**src/rtl/pc.sv**
```systemverilog
// SRP16 program counter: load/offset/increment on clk, PC on abus_out,
// PC/PC+1/PC+4 on dbus_out while a read strobe is active.
// Ports (positional order is fixed for existing instantiations):
//   din          in  data-bus input (load value or offset)
//   read         in  drive PC on dbus_out
//   readplusone  in  drive PC+1 on dbus_out
//   readplusfour in  drive PC+4 on dbus_out
//   write        in  PC <= din
//   offset       in  PC <= PC + din
//   inc          in  PC <= PC + 1
//   clk          in  rising-edge clock
//   abus_out     out current PC
//   dbus_out     out read-back value
//   reset        in  synchronous, active-high
// Build option: define PC_DBUS_TRISTATE_EN to float dbus_out when idle;
// otherwise dbus_out drives zero when idle.
module pc #(
  parameter int               WIDTH       = 16,
  parameter logic [WIDTH-1:0] RESET_VALUE = '0
) (
  input  logic [WIDTH-1:0] din,
  input  logic             read,
  input  logic             readplusone,
  input  logic             readplusfour,
  input  logic             write,
  input  logic             offset,
  input  logic             inc,
  input  logic             clk,
  output logic [WIDTH-1:0] abus_out,
  output logic [WIDTH-1:0] dbus_out,
  input  logic             reset
);

  logic [WIDTH-1:0] pc_q;
  logic [WIDTH-1:0] pc_d;
  logic [WIDTH-1:0] rd_val;
  logic             rd_en;

  // Highest-priority control wins; sums wrap modulo 2^WIDTH.
  always_comb begin
    pc_d = pc_q;
    if (write)
      pc_d = din;
    else if (offset)
      pc_d = pc_q + din;
    else if (inc)
      pc_d = pc_q + WIDTH'(1);
  end

  always_ff @(posedge clk) begin
    if (reset)
      pc_q <= RESET_VALUE;
    else
      pc_q <= pc_d;
  end

  assign abus_out = pc_q;

  always_comb begin
    rd_val = '0;
    if (read)
      rd_val = pc_q;
    else if (readplusone)
      rd_val = pc_q + WIDTH'(1);
    else if (readplusfour)
      rd_val = pc_q + WIDTH'(4);
  end

  assign rd_en = read | readplusone | readplusfour;

`ifdef PC_DBUS_TRISTATE_EN
  assign dbus_out = rd_en ? rd_val : {WIDTH{1'bz}};
`else
  assign dbus_out = rd_en ? rd_val : '0;
`endif

endmodule

```
**config.mk**
```make
export PLATFORM = sky130hd
export DESIGN_NAME = pc
export DESIGN_NICKNAME = d
export VERILOG_FILES = /design/src/rtl/pc.sv
export SDC_FILE = /design/constraint.sdc
export NUM_CORES = 1
export LEC_CHECK = 0
export BUFFER_PORTS_ARGS = -buffer_cell sky130_fd_sc_hd__clkbuf_2
export CORE_UTILIZATION = 49
export CTS_CLUSTER_DIAMETER = 50
export DETAILED_ROUTE_END_ITERATION = 8
export GPL_TIMING_DRIVEN = 0
export HOLD_SLACK_MARGIN = 0.08
export PLACE_DENSITY = 0.79
export SYNTH_ARGS = -nofsm -noshare
export SYNTH_HDL_FRONTEND = slang
export SYNTH_SLANG_ARGS = --single-unit
```
**constraint.sdc**
```tcl
create_clock -name clk -period 2.2 [get_ports clk]
set_input_delay 0.33 -clock clk [delete_from_list [all_inputs] [get_ports clk]]
set_output_delay 0.33 -clock clk [all_outputs]
set_load 0.1 [all_outputs]
```
==> results.sh, run 1 <==
export IMPL_cts_tree="built"
export IMPL_synth_top_flop_cell="dfxtp_1"
export IMPL_clkTransAtPathRegs_ps=70
export IMPL_skew_ps=6.47
export IMPL_violations="setup timing"
export IMPL_regToRegSetupSlack_ps=-30
export IMPL_largest_reg_flops=16
export IMPL_place_area_mm2=0.00288
export IMPL_vias=2911
export IMPL_setup_slack_ps=-148
export IMPL_seqCellArea_um2=374
export IMPL_coreArea_mm2=0.00438
export IMPL_hp_class="in -> reg"
export IMPL_layout_drive_gt1_share_pct=38.9
export IMPL_clock_tree_buffer_depth=2
export IMPL_grt_setup_unrepaired="yes"
export IMPL_ys_types=55
export IMPL_reg2regPathDepth=8
export IMPL_cts_max_level=1
export IMPL_endpoint_kind="output port"
export IMPL_cpMaxStageDelayCell="dfxtp_4"
export IMPL_dieWidth_um=69.9
export IMPL_gp_congestion=0.898
export IMPL_crit_family="simple AND/OR/NAND/NOR gates"
export IMPL_r2r_start="abus_out[0]"
export IMPL_ys_seq_area_share_pct=14.2
export IMPL_setup_tns_ps=-1080
export IMPL_ys_ff_latch=16
export IMPL_drt_pass1_iterations=5
export IMPL_cts_root_buf="clkbuf_8"
export IMPL_fin_area_mm2=0.00341
export IMPL_tightestPinTransition_ps=738
export IMPL_track_usage_pct=31.0
export IMPL_min_from="din[7]"
export IMPL_row_count=24
export IMPL_finalHoldViolations=0
export IMPL_avgSynthCellArea_um2=6.89
export IMPL_antenna_found_initial=0
export IMPL_finalPower_uw=1800
export IMPL_arrival_ps=2020
export IMPL_multiInputGateArea_mm2=0.00218
export IMPL_grt_pass1_wl_mm=12.3
export IMPL_wl_per_cell_um=18.0
export IMPL_max_stage_delay_ps=390
export IMPL_port_buffers=52
export IMPL_drt_wl_total_mm=8.22
export IMPL_cts_buffers=3
export IMPL_cts_sinks=16
export IMPL_ys_warn_count=0
export IMPL_syn_num_nets=370
export IMPL_grt_pass1_vias=2532
export IMPL_synth_area_mm2=0.00226
export IMPL_pin_count=56
export IMPL_num_antenna_cells=0
export IMPL_p_per_area_mw_per_mm2=529
export IMPL_p_leak_uw=0.00139
export IMPL_slew_viol_final=0
export IMPL_min_to="abus_out[7]"
export IMPL_area_delta_synth_final_pct=50.7
export IMPL_slew_headroom_pct=50.5
export IMPL_die_area_mm2=0.00489
export IMPL_cp_cell_sequence="ha_4 -> nand2b_4 -> nand4_1 -> buf_4 -> nor4_1 -> a21oi_1 -> o21ai_4 -> buf_12"
export IMPL_min_period_ps=2350
export IMPL_dp_slack_ps=-334
export IMPL_setup_viol_count_final=12
export IMPL_fmax_ghz=0.426
export IMPL_drt_iter0_markers=289
export IMPL_cts_hold_buffers=0
export IMPL_path_class="reg -> out"
export IMPL_netlist_instances=328
export IMPL_cap_violations=0
export IMPL_initial_core_util_pct=51.6
export IMPL_die_y_um=69.9
export IMPL_setup_worst_path_start_class="flop"
export IMPL_cp_max_fo=5
export IMPL_synth_edff_count=0
export IMPL_ir_worst_vdd_mv=0.294
export IMPL_dpl_hpwl_mm=5.43
export IMPL_drc_errors=0
export IMPL_post_route_period_util_pct=107
export IMPL_grt_max_degree=11
export IMPL_ant_nets=0
export IMPL_finalNetCount=447
export IMPL_worstReg2RegEnd="abus_out[12]"
export IMPL_fillCellCount=295
export IMPL_path_buf_inv=2
export IMPL_avgViaCountPerCell=6.38
export IMPL_status="complete, but fails checks"
export IMPL_hold_depth=3
export IMPL_async_flop_share_pct=0
export IMPL_clk_latency_ps=260
export IMPL_cp_required_ps=1870
export IMPL_grt_ovfl_total=0
layout by cell type, fill, tap and decap left out, types with 8 or more instances in the layout:
cell type	synthesis	routed
xor2_1	11	11
nand2_1	37	33
nand3_1	13	11
a21oi_1	30	26
buf_4	1	22
nor3_1	11	9
clkbuf_1	10	10
dfxtp_4	0	14
clkbuf_2	0	37
inv_1	9	9
nor2_1	33	32
o21ai_0	23	8
nand4_1	8	8
ha_1	17	10
xnor2_1	14	14
how the worst max path moves through the flow:
| stage | from | to | cells after the start |
|---|---|---|---|
| finish | abus_out[0] | dbus_out[8] | 8 |
| global route | read | dbus_out[15] | 5 |
| CTS | abus_out[0] | dbus_out[14] | 8 |
| detailed placement | abus_out[1] | dbus_out[14] | 8 |
| global placement | abus_out[1] | dbus_out[14] | 8 |
| floorplan | abus_out[1] | dbus_out[10] | 4 |
through the flow:
| stage | utilization, % | hold slack, ps | std cells |
|---|---|---|---|
| after floorplan | - | 464 | 328 |
| after global placement | 65.6 | 575 | 432 |
| after detailed placement | 65.6 | 585 | 432 |
| after CTS | 73.7 | 308 | 451 |
| after global routing | 77.7 | 315 | 456 |
| final | 77.7 | 303 | 456 |
layout make-up:
cell class	count	share of cell area (%)
Buffer	20	3.19
Clock buffer	4	1.32
Inverter	9	0.992
Multi-Input combinational cell	282	64.0
Sequential cell	16	11.0
Tap cell	52	1.91
Timing Repair Buffer	73	17.6
power by group:
part / leakage, µW / switching, µW / internal [µW] / total (µW)
clock: 0.0000228 / 114 / 129 / 243
sequential: 0.000142 / 50.1 / 317 / 367
combinational: 0.00123 / 806 / 387 / 1190
per-layer routing:
| metal | vias up | share of wire, % | track usage, % |
|---|---|---|---|
| li1 | 1372 | - | - |
| met4 | 0 | 2.9 | 11.8 |
| met1 | 1366 | 41 | 41.5 |
| met3 | 21 | 6.8 | 1.88 |
| met2 | 152 | 49 | 52.0 |
| met5 | - | 0 | 0 |
Yosys cell counts (3+ instances only):
library cell   n  area [µm²]
o221ai_1       3        26.3
a21o_1         3        22.5
and3_1         6        37.5
nand3_1       13        65.1
inv_1          9        33.8
o22ai_1        4        25.0
or3_1          4        25.0
o41ai_1        3        26.3
nor2_1        33         124
buf_1          3        11.3
xor2_1        11        96.3
clkbuf_1      10        37.5
xnor2_1       14         123
dfxtp_1       16         320
nor3_1        11        55.1
ha_1          17         213
nand2_1       37         139
o211ai_1       3        22.5
buf_2          7        35.0
o21a_1         4        30.0
o31ai_1        6        45.0
a21oi_1       30         150
nand4_1        8        50.1
o22a_1         3        26.3
a211oi_1       4        30.0
o21ai_0       23         115
a31oi_1        7        43.8
worst min-delay path, delay by kind of cell:
kind	cells	cell delay (ps)
buffers and inverters	1	90
and+or+nand+nor	1	60
AOI/OAI and AO/OA	1	50
what timing repair did:
item | 4_1_cts | 5_1_grt
pin swaps | 17 | 18
buffers inserted | 15 | 6
endpoints found under the setup margin | 13 | 22
gates resized for setup | 44 | 44
kinds of logic after synthesis:
family	Yosys count	share of synthesized area [%]
and+or+nand+nor	127	27.9
AOI/OAI and AO/OA	110	31.5
buffers and inverters	30	5.53
xor gates and xnor gates	25	9.68
adders and majority gates	18	10.3
DFF	16	14.2
muxes	2	0.885
Note: power is estimated with default switching activity, not from simulation.
==> run 2: changes to the inputs <==
CORE_ASPECT_RATIO = 1.75   (was default)
==> run 2 against run 1 <==
Net effect: the run still ends with setup timing left; via count is 0.58% lower; clock skew is 5.7 ps lower; die area is 0.23% higher; sequential cell count stayed put; highest routed layer unchanged; combinational power hardly changed; cell count is 1.8% higher.
==> results.sh, run 2 (synthesis gave the netlist of run 1 again) <==
export IMPL_status="complete, but fails checks"
export IMPL_violations="setup timing"
export IMPL_fmax_ghz=0.416
export IMPL_drc_errors=0
export IMPL_fillCellCount=305
export IMPL_cts_buffers=3
export IMPL_finalNetCount=456
export IMPL_cp_startpoint="abus_out[1]"
export IMPL_cts_max_level=1
export IMPL_port_buffers=52
export IMPL_finalHoldViolations=0
export IMPL_track_usage_pct=32.6
export IMPL_p_per_area_mw_per_mm2=517
export IMPL_slew_headroom_pct=52.1
export IMPL_die_area_mm2=0.00490
export IMPL_setup_slack_ps=-203
export IMPL_cts_sinks=16
export IMPL_antenna_found_initial=0
export IMPL_coreArea_mm2=0.00440
export IMPL_num_antenna_cells=0
export IMPL_fin_cells=464
export IMPL_ir_worst_vdd_mv=0.436
export IMPL_initial_core_util_pct=51.3
export IMPL_skew_ps=0.745
export IMPL_clkTransAtPathRegs_ps=70
export IMPL_avgViaCountPerCell=6.24
export IMPL_arrival_ps=2070
export IMPL_dieWidth_um=53.4
export IMPL_vias=2894
export IMPL_reg2regPathDepth=9
export IMPL_cts_tree="built"
export IMPL_grt_setup_unrepaired="yes"
export IMPL_hold_slack_ps=329
export IMPL_setup_viol_count_final=13
export IMPL_wl_per_cell_um=17.8
export IMPL_endpoint_kind="output port"
export IMPL_regToRegSetupSlack_ps=-20
export IMPL_grt_ovfl_total=0
export IMPL_dpl_hpwl_mm=5.58
export IMPL_final_common_cell="clkbuf_2"
export IMPL_fin_area_mm2=0.00349
export IMPL_cap_violations=0
export IMPL_path_class="reg -> out"
export IMPL_hp_class="in -> reg"
export IMPL_cts_root_buf="clkbuf_8"
export IMPL_area_delta_synth_final_pct=54.6
export IMPL_multiInputGateArea_mm2=0.00222
export IMPL_ant_nets=0
export IMPL_drt_iter0_markers=115
export IMPL_pin_count=56
export IMPL_grt_pass1_wl_mm=12.3
export IMPL_clk_latency_ps=250
export IMPL_min_period_ps=2400
export IMPL_row_count=32
export IMPL_setup_worst_path_start_class="flop"
export IMPL_p_leak_uw=0.00146
export IMPL_post_place_cells=431
export IMPL_clock_tree_buffer_depth=2
export IMPL_final_cell_mix="clkbuf_2, nand2_1, nor2_1, buf_4, a21oi_1"
export IMPL_gp_congestion=0.877
export IMPL_largest_reg_flops=16
export IMPL_layout_drive_gt1_share_pct=40.2
export IMPL_r2r_start="abus_out[2]"
export IMPL_seqCellArea_um2=372
export IMPL_cp_required_ps=1870
export IMPL_worstReg2RegEnd="abus_out[11]"
export IMPL_place_area_mm2=0.00287
export IMPL_drt_pass1_iterations=4
export IMPL_min_to="abus_out[7]"
export IMPL_die_y_um=91.9
export IMPL_min_from="din[7]"
export IMPL_cts_hold_buffers=0
export IMPL_grt_max_degree=11
export IMPL_tightestPinTransition_ps=716
export IMPL_grt_pass1_vias=2724
export IMPL_drt_wl_total_mm=8.24
export IMPL_slew_viol_final=0
export IMPL_hold_depth=3
export IMPL_post_route_period_util_pct=109
export IMPL_cp_max_fo=4
-- run 2: cell count changes in the layout (fill, tap and decap cells not counted), moves of 2 or more --
| cell | change |
|---|---|
| ha_2 | -4 |
| o21ai_2 | -2 |
| ha_1 | +2 |
| clkbuf_8 | +2 |
| buf_4 | +9 |
| o21ai_1 | +3 |
| nand2_1 | +2 |
| clkbuf_2 | +5 |
| a21oi_2 | -3 |
| ha_4 | +2 |
| clkbuf_1 | -4 |
| a21oi_4 | +2 |
| nand2_2 | -3 |
-- run 2: where the power goes --
group	internal, µW	switching [µW]	leakage [µW]	total (µW)
logic	398	806	0.00130	1200
clock network	124	108	0.0000231	232
registers	317	52.1	0.000141	370
total	839	966	0.00146	1810
-- run 2: worst max path at each step --
stage	end
after floorplan	dbus_out[10]
after detailed placement	dbus_out[14]
after global placement	dbus_out[14]
after global routing	dbus_out[14]
final	dbus_out[14]
after CTS	dbus_out[14]
-- run 2: through the flow --
stage	setup TNS, ps	util (%)	power [µW]	setup WS, ps
after floorplan	-2850	-	1210	-501
after global placement	-2190	65.3	1370	-349
after detailed placement	-2650	65.3	1380	-386
after CTS	-609	73.6	1700	-172
after global routing	-1980	79.3	1890	-285
final	-740	79.3	1810	-203
-- run 2: routing by layer --
layer  wire [µm]  part of all wire, %  GRT usage, %
met4         323                  3.9          12.7
met2        4420                   54          59.9
met1        3190                   39          36.2
met3         312                  3.8          2.32
met5           0                    0             0
-- run 2: final cells by class --
class	count	share of cell area, %
flip-flops and latches	16	10.6
well taps	51	1.83
repair buffers	83	18.6
multi-input cells	282	63.6
clock buffers	3	1.18
inverters	9	0.967
clock inverters	1	0.107
plain buffers	19	3.11
-- run 2: critical path, stage by stage (launching register included) --
cell and delay, ps:
dfxtp_4 360, ha_4 130, nand2b_4 110, nand4_1 220, nor3_2 300, a31oi_1 140, o21ai_1 250, o21ai_4 90
clkbuf_16 200
-- run 2: timing repair --
action	in CTS	in global routing
gates resized for setup	47	44
endpoints found under the setup margin	13	20
endpoints found under the hold margin	0	0
setup buffers	18	13
pin swaps	16	25
